File: config.mk
export PLATFORM = sky130hd
export DESIGN_NAME = param_stack
export DESIGN_NICKNAME = d
export VERILOG_FILES = /design/src/rtl/stack_pkg.sv /design/src/rtl/stack_mem.sv /design/src/rtl/param_stack.sv
export SDC_FILE = /design/constraint.sdc
export NUM_CORES = 1
export LEC_CHECK = 0
export CAP_MARGIN = 5
export CORE_MARGIN = 5
export CORE_UTILIZATION = 45
export DETAILED_ROUTE_END_ITERATION = 10
export HOLD_SLACK_MARGIN = 0.06
export PLACE_DENSITY = 0.69
export RECOVER_POWER = 50
export SLEW_MARGIN = 20
export SYNTH_ARGS = -nofsm -noshare
export SYNTH_HDL_FRONTEND = slang
export SYNTH_HIERARCHICAL = 1
export SYNTH_SLANG_ARGS = --single-unit
File: constraint.sdc
create_clock -name clk -period 7.33 [get_ports clk]
set_input_delay 1.466 -clock clk [delete_from_list [all_inputs] [get_ports clk]]
set_output_delay 1.466 -clock clk [all_outputs]
set_load 0.01 [all_outputs]
File: src/rtl/stack_pkg.sv
// ---------------------------------------------------------------------------
// stack_pkg
//   Shared definitions for the parametrised LIFO stack and for other
//   parametrised storage blocks in the exp labs.
//
//   Contents:
//     stack_op_e - 2-bit operation code decoded from {push, pop}
//                  OP_NONE / OP_POP / OP_PUSH / OP_REPL (replace-top)
//     cnt_width  - width of a counter that must hold 0..max_value inclusive
// ---------------------------------------------------------------------------
package stack_pkg;

    // Operation codes. The bit order matches the concatenation {push, pop},
    // so the raw request pair can be cast directly to this type.
    typedef enum logic [1:0] {
        OP_NONE = 2'b00,
        OP_POP  = 2'b01,
        OP_PUSH = 2'b10,
        OP_REPL = 2'b11
    } stack_op_e;

    // Bits needed to represent every value from 0 up to max_value inclusive.
    // Never returns less than 1 so a degenerate size still yields a legal vector.
    function automatic int cnt_width(input int max_value);
        if (max_value < 1) begin
            return 1;
        end
        return $clog2(max_value + 1);
    endfunction

endpackage : stack_pkg

File: src/rtl/stack_mem.sv
// ---------------------------------------------------------------------------
// stack_mem
//   DEPTH x WIDTH register file used as the storage array of param_stack.
//   One synchronous write port and one combinational read port. The array is
//   intentionally not reset; the owner tracks which entries are valid.
//
//   Parameters:
//     WIDTH - word width in bits
//     DEPTH - number of words
//     AW    - address width (may cover more than DEPTH words)
//
//   Ports:
//     clk    in   1      write clock (rising edge)
//     we     in   1      write enable
//     waddr  in   AW     write address
//     wdata  in   WIDTH  write data
//     raddr  in   AW     read address
//     rdata  out  WIDTH  read data, combinational; 0 for addresses >= DEPTH
// ---------------------------------------------------------------------------
module stack_mem #(
    parameter int WIDTH = 4,
    parameter int DEPTH = 5,
    parameter int AW    = 3
) (
    input  logic             clk,
    input  logic             we,
    input  logic [AW-1:0]    waddr,
    input  logic [WIDTH-1:0] wdata,
    input  logic [AW-1:0]    raddr,
    output logic [WIDTH-1:0] rdata
);

    logic [WIDTH-1:0] mem [DEPTH];

    always_ff @(posedge clk) begin
        if (we) begin
            mem[waddr] <= wdata;
        end
    end

    // The owner only reads in-range addresses while the stack holds data, but
    // an empty stack presents count-1 (all ones) here, so out-of-range reads
    // are folded to zero instead of indexing past the array.
    assign rdata = (int'(raddr) < DEPTH) ? mem[raddr] : '0;

endmodule : stack_mem

File: src/rtl/param_stack.sv
// ---------------------------------------------------------------------------
// param_stack
//   Parametrised LIFO stack with occupancy count, a combinational peek of the
//   top entry, sticky overflow/underflow flags and a simultaneous push+pop
//   "replace-top" operation. Single clock domain, asynchronous active-high
//   reset.
//
//   Parameters:
//     WIDTH  - data word width in bits (>= 1)
//     DEPTH  - number of entries (>= 2)
//     CNT_W  - derived width of count, holds 0..DEPTH
//
//   Ports:
//     clk         in   1      clock, all state updates on rising edge
//     rst         in   1      asynchronous, active-high reset
//     push        in   1      push data_in this cycle
//     pop         in   1      pop the top entry this cycle
//     data_in     in   WIDTH  word to push
//     clear_err   in   1      synchronous clear of the sticky error flags
//     data_out    out  WIDTH  registered word removed by the last accepted pop
//     dout_valid  out  1      one-cycle strobe: data_out updated this cycle
//     top         out  WIDTH  combinational peek of the top entry, 0 if empty
//     count       out  CNT_W  number of valid entries, 0..DEPTH
//     full        out  1      count == DEPTH
//     empty       out  1      count == 0
//     overflow    out  1      sticky: a push was rejected
//     underflow   out  1      sticky: a pop was rejected
//     high_water  out  CNT_W  (STACK_WATERMARK_EN only) max count since reset
//
//   Configuration macro:
//     STACK_WATERMARK_EN - when defined, adds the high_water port and register.
//
//   Request semantics: push and pop are fire-and-forget requests sampled on
//   every rising edge; there is no ready. A request that cannot be honoured
//   (push while full, pop while empty) is dropped and recorded in the
//   matching sticky flag. push+pop on a non-empty stack pops the old top and
//   writes data_in in its place; on an empty stack it degrades to a plain
//   push and the pop half is reported as an underflow.
// ---------------------------------------------------------------------------
module param_stack
    import stack_pkg::*;
#(
    parameter  int WIDTH = 4,
    parameter  int DEPTH = 5,
    localparam int CNT_W = cnt_width(DEPTH)
) (
    input  logic             clk,
    input  logic             rst,
    input  logic             push,
    input  logic             pop,
    input  logic [WIDTH-1:0] data_in,
    input  logic             clear_err,
    output logic [WIDTH-1:0] data_out,
    output logic             dout_valid,
    output logic [WIDTH-1:0] top,
    output logic [CNT_W-1:0] count,
    output logic             full,
    output logic             empty,
    output logic             overflow,
    output logic             underflow
`ifdef STACK_WATERMARK_EN
    ,
    output logic [CNT_W-1:0] high_water
`endif
);

    localparam logic [CNT_W-1:0] DEPTH_C = CNT_W'(DEPTH);
    localparam logic [CNT_W-1:0] ONE_C   = CNT_W'(1);

    stack_op_e        op;
    logic [CNT_W-1:0] top_idx;
    logic [CNT_W-1:0] count_next;
    logic             mem_we;
    logic [CNT_W-1:0] mem_waddr;
    logic [WIDTH-1:0] mem_rdata;
    logic             pop_ok;
    logic             push_rej;
    logic             pop_rej;

    assign op      = stack_op_e'({push, pop});
    assign full    = (count == DEPTH_C);
    assign empty   = (count == '0);
    // Wraps to all ones when empty; the memory returns 0 for that address and
    // top is masked anyway.
    assign top_idx = count - ONE_C;
    assign top     = empty ? '0 : mem_rdata;

    // -----------------------------------------------------------------------
    // Operation decode against the pre-edge count.
    // -----------------------------------------------------------------------
    always_comb begin
        mem_we     = 1'b0;
        mem_waddr  = count;
        count_next = count;
        pop_ok     = 1'b0;
        push_rej   = 1'b0;
        pop_rej    = 1'b0;
        case (op)
            OP_PUSH: begin
                if (full) begin
                    push_rej = 1'b1;
                end else begin
                    mem_we     = 1'b1;
                    count_next = count + ONE_C;
                end
            end
            OP_POP: begin
                if (empty) begin
                    pop_rej = 1'b1;
                end else begin
                    pop_ok     = 1'b1;
                    count_next = count - ONE_C;
                end
            end
            OP_REPL: begin
                mem_we = 1'b1;
                if (empty) begin
                    // Behaves as a plain push into slot 0.
                    pop_rej    = 1'b1;
                    count_next = count + ONE_C;
                end else begin
                    // Old top is read combinationally this cycle and captured
                    // into data_out at the same edge that overwrites it.
                    pop_ok    = 1'b1;
                    mem_waddr = top_idx;
                end
            end
            default: begin
            end
        endcase
    end

    stack_mem #(
        .WIDTH (WIDTH),
        .DEPTH (DEPTH),
        .AW    (CNT_W)
    ) u_mem (
        .clk   (clk),
        .we    (mem_we),
        .waddr (mem_waddr),
        .wdata (data_in),
        .raddr (top_idx),
        .rdata (mem_rdata)
    );

    // -----------------------------------------------------------------------
    // Count, output registers and sticky flags.
    // A new error in the same cycle as clear_err keeps its flag set.
    // -----------------------------------------------------------------------
    always_ff @(posedge clk or posedge rst) begin
        if (rst) begin
            count      <= '0;
            data_out   <= '0;
            dout_valid <= 1'b0;
            overflow   <= 1'b0;
            underflow  <= 1'b0;
        end else begin
            count      <= count_next;
            dout_valid <= pop_ok;
            if (pop_ok) begin
                data_out <= mem_rdata;
            end
            overflow  <= push_rej | (overflow  & ~clear_err);
            underflow <= pop_rej  | (underflow & ~clear_err);
        end
    end

`ifdef STACK_WATERMARK_EN
    // Tracks the post-edge count so the mark moves on the same edge as count.
    always_ff @(posedge clk or posedge rst) begin
        if (rst) begin
            high_water <= '0;
        end else if (count_next > high_water) begin
            high_water <= count_next;
        end
    end
`endif

endmodule : param_stack

==> metrics.md, run 1 <==
| Metric | Value |
|---|---|
| Status | finished clean |
| Number of buffers on the longest clock path | 2 |
| Routed len/inst | ~14 um |
| First-pass GRT wire length | around 4700 um |
| Root Driver | clkbuf_4 |
| Pins Over Slew Limit | 0 |
| Area grow syn2layout | 24.3% |
| Top cells by area, synth | edfxtp_1 41%, dfrtp_1 17%, mux2i_1 4.1% |
| FF-to-FF End | u_mem/mem[2][0]$_DFFE_PP_ |
| Hold_sp | data_out[2]$_DFFE_PP0P_ |
| Fin area | roughly 0.0018 mm^2 |
| Dpl cell area | 0.00175 mm^2 |
| Pleak | 0.734 nW |
| CP max FO | 12 |
| CTS H-tree lvls | 2 |
| Synth Area per Inst | 12.3 um^2 |
| Initial core utilization | 0.477 |
| Worst Hold Endpoint | data_out[2]$_DFFE_PP0P_ |
| Final Hold Violating Endpoints | 0 |
| Cell taking the most area after synthesis | edfxtp_1 |
| Seq/Total Area, Yosys | 0.574 |
| R2r setup slk | 3.81 ns |
| Die ar. | about 0.0045 mm^2 |
| Total Nets Final | 160 |
| Actual slew at the worst max-slew pin | 0.962 ns |
| Clock Sinks | 30 |
| Largest family of logic cells by synthesized area | simple AND/OR/NAND/NOR gates |
| Post_cts resized | 0 |
| Setup TNS | 0 ns |
| Synth Area in Adders | 0.0338 |
| Cells on Worst Hold Path | 2 |
| Detailed Routing Iterations Pass 1 | 4 |
| Total GRT Usage | 0.149 |
| Compound-Gate Fraction of Synth Area | 0.0912 |
| Post-route ant nets | 0 |
| Via count of the first global-routing pass | between 900 and 1,000 |
| Synthesized net count | between 100 and 150 |
| Mux cell area share after synthesis | 0.0785 |
| Yosys reg bits | 30 |
| Final Cycle Share | 0.617 |
| Grt total ovfl | 0 |
| Initial antenna violation count | 0 |
| # rows | 20 |
| Crit Path Category | flop to primary output |
| Area of the multi-input gates | 576 um^2 |
| Detailed Route WL | 2730 um |
| Worst R2R Start | count[0]$_DFFE_PP0P_ |
| Clock skew | 0.00876 ns |
| Pwr dens | around 400 mW/mm^2 |
| Post-CTS setup buffer count | 0 |
| GPL Wtd Cong | about 0.73 |
| Max Clk Rate | around 220 MHz |
| Async S/R FF share, synth | 0.333 |
| Final core utilization | 0.594 |
| Cell count after synthesis | 120 |
| Synth warn | 6 |
| Core ar. | ~0.0031 mm^2 |
| Fill cell count | 288 |
| Cell Area, Synth | about 0.0015 mm^2 |
| Top_reg_cell synth | edfxtp_1 |
| Relative slew slack | 0.350 |
| Reg2reg path depth | 8 |
| Critical Path AT | just over 3 ns |
| CP Launch Type | flop |
| Distinct cells, synth | 39 |
| Port bufs | 24 |
| Max-Cap Viols | 0 |
| Hold WC Path Type | flop to flop |
| Vias per std cell | about 5 |
| CTS tree | yes |
| CP required | 5.86 ns |
| Initial DRC count | between 40 and 50 |
| Peak VDD IR | approximately 0.14 mV |
| DIE HEIGHT | between 60 and 70 um |
| Clock transition at path regs | 0.09 ns |
| Crit end category | primary output |
| CTS Buf Count | 5 |
| Via count | 970 |
| Skew-Pair Late Insertion Delay | 0.33 ns |
| Layout cell share with drive strength beyond 1 | 0.108 |
| RSZ-0062 raised after global routing | false |
| Largest net degree at the start of global routing | 13 |
| HPWL after DPL | between 2000 and 2500 um |
| Hold-fix buffers, CTS | 0 |
| Post-synth top area share | 0.405 |
| FF/Latch Area | ~850 um^2 |
| # IOs | 25 |
| Die W | 67.4 um |
| Setup-failing EPs final | 0 |
| DRC errors left | 0 |
| Post-layout min period | roughly 4.5 ns |
| Synth Area in Simple Gates | 0.155 |
| Post-synth EDFFs | 20 |
| Post-Synth XOR/XNOR Area | 0.0236 |
| N_diodes | 0 |
[where the power goes]
part           switching [mW]  total (mW)  internal, mW
Sequential             0.0225       0.238         0.215
Clock                  0.0558       0.137        0.0814
Combinational           0.179       0.365         0.186
[cells in the final DEF (no fill, tap or decap), types with 2 or more instances in the layout]
master,Yosys,layout
edfxtp_1,20,20
clkdlybuf4s50_1,0,18
nand2_1,16,17
dfrtp_1,10,10
inv_1,7,8
mux2i_1,6,6
dlygate4sd3_1,0,6
nor2_1,5,5
clkbuf_4,0,5
and2_1,4,4
ha_1,4,4
nand2b_1,3,3
o21ai_0,3,3
nor3_1,3,3
mux2_4,3,3
a221o_1,3,3
xor2_1,2,2
xnor2_1,2,2
nand3_1,2,2
[through the flow]
| step | setup WS, ns | instances | hold WS, ns | total power [mW] |
|---|---|---|---|---|
| 2_1_floorplan | 4.10 | 120 | 0.510 | 0.478 |
| 3_3_place_gp | 3.09 | 184 | 0.457 | 0.598 |
| 3_5_place_dp | 2.97 | 184 | 0.462 | 0.609 |
| 4_1_cts | 2.78 | 192 | 0.484 | 0.748 |
| 5_1_grt | 2.50 | 192 | 0.518 | 0.801 |
| 6_report | 2.81 | 192 | 0.476 | 0.740 |
[synth_stat cells, types with 2 or more instances]
cell	number
clkbuf_1	2
mux2i_1	6
buf_6	2
nor4bb_1	2
nor4b_1	2
mux2_4	3
nand3_1	2
inv_1	7
nand2_1	16
nor3_1	3
xnor2_1	2
edfxtp_1	20
nor2_1	5
ha_1	4
dfrtp_1	10
nand2b_1	3
o21ai_0	3
a221o_1	3
xor2_1	2
and2_1	4
[sequential cells by signal (all words and copies together), names as in the netlist]
signal	cells
dout_valid	1
u_mem/mem	20
overflow	1
count	3
data_out	4
underflow	1
[cell type report]
class                           instances  area share
Sequential cell                        30       0.462
Multi-Input combinational cell         77       0.312
Clock inverter                          1      0.0163
Inverter                                9      0.0190
Timing Repair Buffer                   24       0.130
Clock buffer                            7      0.0299
Tap cell                               44      0.0299
[worst max-delay path by stage]
stage	startpoint	to	depth (start not counted)
finish	count[0]$_DFFE_PP0P_	top[0]	8
global route	count[0]$_DFFE_PP0P_	top[0]	8
CTS	count[0]$_DFFE_PP0P_	top[0]	8
detailed placement	pop	u_mem/mem[1][1]$_DFFE_PP_	6
global placement	pop	u_mem/mem[0][1]$_DFFE_PP_	6
floorplan	count[0]$_DFFE_PP0P_	top[0]	7
[critical path, cell delays in order, from the launching register on]
cell and delay (ns):
dfrtp_1 0.44, inv_1 0.43, ha_1 0.30, xor2_1 0.21
nor3b_1 0.39, a22oi_1 0.15, o21ai_0 0.11, and2_1 0.16
clkdlybuf4s50_1 0.53
[per-layer routing]
metal  share of wire  global-route usage
met1            0.44               0.178
met2            0.48               0.238
met3           0.061              0.0599
met4           0.019              0.0608
met5               0                   0
[logic make-up (layout without fill, tap and decap cells)]
logic type | after synthesis | count (layout)
buf+inv | 13 | 41
flops | 30 | 30
xor+xnor | 4 | 4
compound gates | 17 | 17
mux | 10 | 10
fa+ha+maj | 4 | 4
simple gates | 42 | 42
Power figures use the tool's default switching activity.
==> run 2, diff against run 1 <==
==> constraint.sdc (replaced) <==
create_clock -name clk -period 4.35 [get_ports clk]
set_input_delay 0.87 -clock clk [delete_from_list [all_inputs] [get_ports clk]]
set_output_delay 0.87 -clock clk [all_outputs]
set_load 0.01 [all_outputs]
==> metrics.md, run 2 (same netlist as run 1, synthesis figures left out) <==
| Metric | Value |
|---|---|
| Pleak | between 0.7 and 0.8 nW |
| DIE HEIGHT | between 60 and 70 um |
| Detailed Routing Iterations Pass 1 | 4 |
| Port bufs | 24 |
| Initial core utilization | 0.477 |
| Number of buffers on the longest clock path | 2 |
| Area of the multi-input gates | 556 um^2 |
| Setup TNS | 0 ns |
| Peak VDD IR | ~0.24 mV |
| # IOs | 25 |
| CTS Buf Count | 5 |
| Top flop regs | u_mem/mem (20), data_out (4), count (3) |
| Worst Setup Slack, final | about 0.38 ns |
| Setup-failing EPs final | 0 |
| Post_cts resized | 0 |
| Largest register FFs | 20 |
| Worst-path cell chain | inv_1, ha_1, xor2_1, nor3b_1, a22oi_1, o21ai_0, and2_1, clkdlybuf4s50_1 |
| Initial DRC count | ~120 |
| Critical Path AT | roughly 3.1 ns |
| Via count | slightly above 1,000 |
| Crit path buf inv count | 2 |
| CP max FO | 12 |
| Final Cycle Share | 0.913 |
| Clock transition at path regs | 0.09 ns |
| Root Driver | clkbuf_4 |
| N_diodes | 0 |
| CP required | ~3.5 ns |
| RSZ-0062 raised after global routing | false |
| Largest net degree at the start of global routing | 13 |
| Post-route ant nets | 0 |
| Slowest CP cell | clkdlybuf4s50_1 |
| CTS H-tree lvls | 2 |
| Top delay family on crit path | buffers and inverters |
| Pwr dens | 670 mW/mm^2 |
| Max-Cap Viols | 0 |
| Min Hold Slack | just under 0.5 ns |
| Total GRT Usage | 0.149 |
| FF/Latch Area | around 850 um^2 |
| Crit Path Category | flop to primary output |
| Cells on Worst Hold Path | 2 |
| Grt total ovfl | 0 |
| DRC errors left | 0 |
| Reg2reg path depth | 9 |
| # rows | 20 |
| Via count of the first global-routing pass | 994 |
| Skew-Pair Late Insertion Delay | about 0.31 ns |
| Initial antenna violation count | 0 |
| GPL Wtd Cong | between 0.7 and 0.8 |
| Fill cell count | approximately 300 |
| Most frequent cells in the layout | 20 x edfxtp_1, 17 x nand2_1, 15 x clkdlybuf4s50_1 |
| Max Clk Rate | around 250 MHz |
| CTS tree | yes |
| Hold WC Path Type | flop to flop |
| First-pass GRT wire length | between 4000 and 5000 um |
| Relative slew slack | 0.616 |
| HPWL after DPL | between 2000 and 2500 um |
| Largest reg by FF count | u_mem/mem |
| Vias per std cell | 5.18 |
| Die ar. | 0.00454 mm^2 |
| Routed len/inst | about 15 um |
| Max incr delay on CP | 0.53 ns |
| Post-layout min period | about 4.0 ns |
| Pre-CTS setup slack | around 0.74 ns |
| Layout cell share with drive strength beyond 1 | 0.113 |
| Detailed Route WL | approximately 2900 um |
| Core ar. | about 0.0031 mm^2 |
| Die W | roughly 67 um |
| Clock Sinks | 30 |
| Status | finished clean |
| CP Launch Type | flop |
| Pins Over Slew Limit | 0 |
| Crit end category | primary output |
| Crit path depth | 8 |
| Clock skew | roughly 0.0068 ns |
| Post-CTS setup buffer count | 0 |
| Most common cell after layout, fill and taps aside | edfxtp_1 |
| Actual slew at the worst max-slew pin | around 0.57 ns |
| Final Hold Violating Endpoints | 0 |
| Area grow syn2layout | 24.5% |
| Total Nets Final | about 160 |
| Hold-fix buffers, CTS | 0 |
==> run 2: changes by cell type in the layout (fill, tap and decap cells not counted), sizes merged <==
| cell | before | now |
|---|---|---|
| buf | 0 | 3 |
| clkdlybuf4s50 | 18 | 15 |
| dlygate4sd3 | 6 | 9 |
==> run 2: final timing paths <==
check	startpoint	endpoint	slack [ns]
max	count[0]$_DFFE_PP0P_	top[0]	0.38
min	data_out[2]$_DFFE_PP0P_	data_out[2]$_DFFE_PP0P_	0.49
max reg2reg	count[0]$_DFFE_PP0P_	u_mem/mem[2][3]$_DFFE_PP_	1.33
min reg2reg	data_out[2]$_DFFE_PP0P_	data_out[2]$_DFFE_PP0P_	0.49
max in group asynchronous	rst	data_out[1]$_DFFE_PP0P_	3.09
min in group asynchronous	rst	underflow$_DFF_PP0_	0.98
==> run 2: report_power, final <==
part	leakage, nW	switching, mW	internal, mW
Combinational	0.395	0.298	0.310
Clock	0.0455	0.0892	0.137
Sequential	0.305	0.0388	0.363
==> run 2: cell type report <==
type,instances,area share
tap,44,0.0299
sequential,30,0.461
multi-input combinational,77,0.301
timing repair buffer,27,0.142
clock inverter,1,0.0163
inverter,9,0.0190
clock buffer,7,0.0299
==> run 2: worst reg2reg max path, cell delays in order (launching register included) <==
cell	delay [ns]
dfrtp_1	0.44
inv_1	0.46
ha_1	0.31
nand2b_1	0.16
nand2_1	0.26
inv_2	0.12
nand2_1	0.15
mux2i_1	0.38
nor4bb_1	0.27
buf_4	0.20
==> run 2: stage by stage <==
stage                     instance area (um^2)  utilization  power (mW)  cells
final                                     1840        0.594        1.24    195
after global routing                      1840        0.594        1.34    195
after CTS                                 1850        0.598        1.26    195
after detailed placement                  1770        0.570        1.03    187
after global placement                    1770        0.570        1.01    187
after floorplan                           1480            -       0.805    120
==> run 2: metal layers <==
layer / vias up / part of all wire / track usage
li1: 496 / - / -
met2: 29 / 0.48 / 0.243
met4: 0 / 0.011 / 0.0532
met5: - / 0 / 0
met3: 4 / 0.059 / 0.0532
met1: 482 / 0.45 / 0.182
==> run 3, diff against run 2 <==
--- a/config.mk
+++ b/config.mk
@@ -8,10 +8,12 @@
 export CAP_MARGIN = 5
 export CORE_MARGIN = 5
 export CORE_UTILIZATION = 45
+export CTS_CLUSTER_SIZE = 16
 export DETAILED_ROUTE_END_ITERATION = 10
 export HOLD_SLACK_MARGIN = 0.06
 export PLACE_DENSITY = 0.69
 export RECOVER_POWER = 50
+export SETUP_SLACK_MARGIN = 0.4
 export SLEW_MARGIN = 20
 export SYNTH_ARGS = -nofsm -noshare
 export SYNTH_HDL_FRONTEND = slang
==> metrics.md, run 3 (same netlist as run 1, synthesis figures left out) <==
| Metric | Value |
|---|---|
| Max-Cap Viols | 0 |
| Pins Over Slew Limit | 0 |
| CP max FO | 5 |
| Routed len/inst | between 10 and 15 um |
| Status | finished clean |
| Post-layout min period | about 3.6 ns |
| Clock Sinks | 30 |
| CP Launch Type | flop |
| HPWL after DPL | about 2100 um |
| Port bufs | 24 |
| First-pass GRT wire length | 4840 um |
| Setup TNS | 0 ns |
| Grt total ovfl | 0 |
| Relative slew slack | 0.612 |
| Hold_sp | data_out[2]$_DFFE_PP0P_ |
| Vias per std cell | ~5 |
| Die ar. | 0.00454 mm^2 |
| Most common cell after layout, fill and taps aside | edfxtp_1 |
| Initial DRC count | 67 |
| Via count of the first global-routing pass | between 900 and 1,000 |
| Max Clk Rate | ~280 MHz |
| Crit Path Category | flop to primary output |
| Skew-Pair Late Insertion Delay | around 0.31 ns |
| Peak VDD IR | 0.244 mV |
| Largest register FFs | 20 |
| Initial antenna violation count | 0 |
| Layout cell share with drive strength beyond 1 | 0.137 |
| CTS H-tree lvls | 2 |
| Actual slew at the worst max-slew pin | slightly below 0.6 ns |
| Pwr dens | between 600 and 700 mW/mm^2 |
| N_diodes | 0 |
| GPL Wtd Cong | ~0.74 |
| Post-route ant nets | 0 |
| Setup-failing EPs final | 0 |
| Via count | 1,010 |
| Worst R2R Start | count[0]$_DFFE_PP0P_ |
| Detailed Routing Iterations Pass 1 | 4 |
| Largest net degree at the start of global routing | 13 |
| Clock transition at path regs | about 0.10 ns |
| Total Nets Final | 165 |
| CTS tree | yes |
| R2r setup slk | 1.56 ns |
| Area grow syn2layout | 26.4% |
| Critical Path AT | ~2.7 ns |
| Top Usage Layer GRT | met2 |
| Reg2reg path depth | 9 |
| DIE HEIGHT | 67.4 um |
| Root Driver | clkbuf_4 |
| RSZ-0062 raised after global routing | false |
| Pleak | ~0.76 nW |
| Clock skew | approximately 0.011 ns |
| Hold-fix buffers, CTS | 0 |
| CTS Buf Count | 5 |
| Hold WC Path Type | flop to flop |
| Crit end category | primary output |
| Total GRT Usage | 0.149 |
| Worst Hold Endpoint | data_out[2]$_DFFE_PP0P_ |
| # rows | 20 |
| Final Hold Violating Endpoints | 0 |
| DRC errors left | 0 |
| Most frequent cells in the layout | 20 x edfxtp_1, 17 x nand2_1, 17 x clkdlybuf4s50_1 |
| Met3 GRT Util | 0.0532 |
| Die W | ~67 um |
| Largest reg by FF count | u_mem/mem |
| Number of buffers on the longest clock path | 2 |
| CP required | between 3 and 4 ns |
| Met1 Use GR | 0.179 |
| Top flop regs | u_mem/mem (20), data_out (4), count (3) |
| Met2 usage | 0.248 |
| CP Launch Point | count[0]$_DFFE_PP0P_ |
| # IOs | 25 |
| Cells on Worst Hold Path | 2 |
| Initial core utilization | 0.477 |
| FF-to-FF End | u_mem/mem[1][2]$_DFFE_PP_ |
| Detailed Route WL | 2880 um |
| Final core utilization | 0.604 |
| Final Cycle Share | 0.829 |
| Core ar. | between 0.003 and 0.004 mm^2 |
## run 3: cell types whose count changed in the layout (fill, tap and decap cells not counted), sizes merged
cell           previous run  this run
buf                       3         5
clkdlybuf4s50            15        17
clkinvlp                  0         1
dlygate4sd3               9         7
inv                       8         7
## run 3: what timing repair did
action | CTS | global route
buffers inserted | 2 | 0
resized for setup | 1 | 1
endpoints found under the setup margin | 1 | 1
## run 3: final cells by class
type | instances | area, um^2
repair buffers | 29 | 278
multi-input cells | 77 | 568
inverters | 9 | 36.3
flip-flops and latches | 30 | 851
fillers | 306 | 1230
clock inverters | 1 | 30.0
clock buffers | 7 | 55.1
well taps | 44 | 55.1
## run 3: routing by layer
metal | wire (um) | vias up
met5 | 0 | -
met4 | 17 | 0
met3 | 145 | 2
met2 | 1440 | 25
met1 | 1280 | 483
li1 | - | 500
## run 3: critical path, cell delays in order, from the launching register on
cell and delay [ns]:
dfrtp_1 0.46, clkinvlp_2 0.23, ha_1 0.40, inv_1 0.11, nor3b_2 0.29, a22oi_1 0.13, o21ai_0 0.12, and2_1 0.17
clkdlybuf4s50_1 0.53
## run 3: stage by stage
| stage | power, mW | instances | hold WS (ns) | setup slack, ns | cell area (um^2) |
|---|---|---|---|---|---|
| finish | 1.27 | 197 | 0.488 | 0.743 | 1870 |
| global route | 1.37 | 197 | 0.528 | 0.445 | 1870 |
| CTS | 1.28 | 197 | 0.500 | 0.667 | 1870 |
| detailed placement | 1.03 | 187 | 0.479 | 0.740 | 1770 |
| global placement | 1.01 | 187 | 0.457 | 0.819 | 1770 |
| floorplan | 0.805 | 120 | 0.510 | 1.72 | 1480 |
## run 3: power by group
group	switching [mW]	total [mW]	internal, mW
sequential	0.0407	0.403	0.363
clock	0.0899	0.227	0.137
combinational	0.307	0.636	0.330
## run 3: how the worst max path moves through the flow
stage / to / depth (start not counted) / slack (ns)
after global placement: top[0] / 8 / 0.82
after global routing: top[0] / 8 / 0.45
after floorplan: top[0] / 7 / 1.72
after detailed placement: top[0] / 8 / 0.74
final: top[0] / 8 / 0.74
after CTS: top[0] / 8 / 0.67
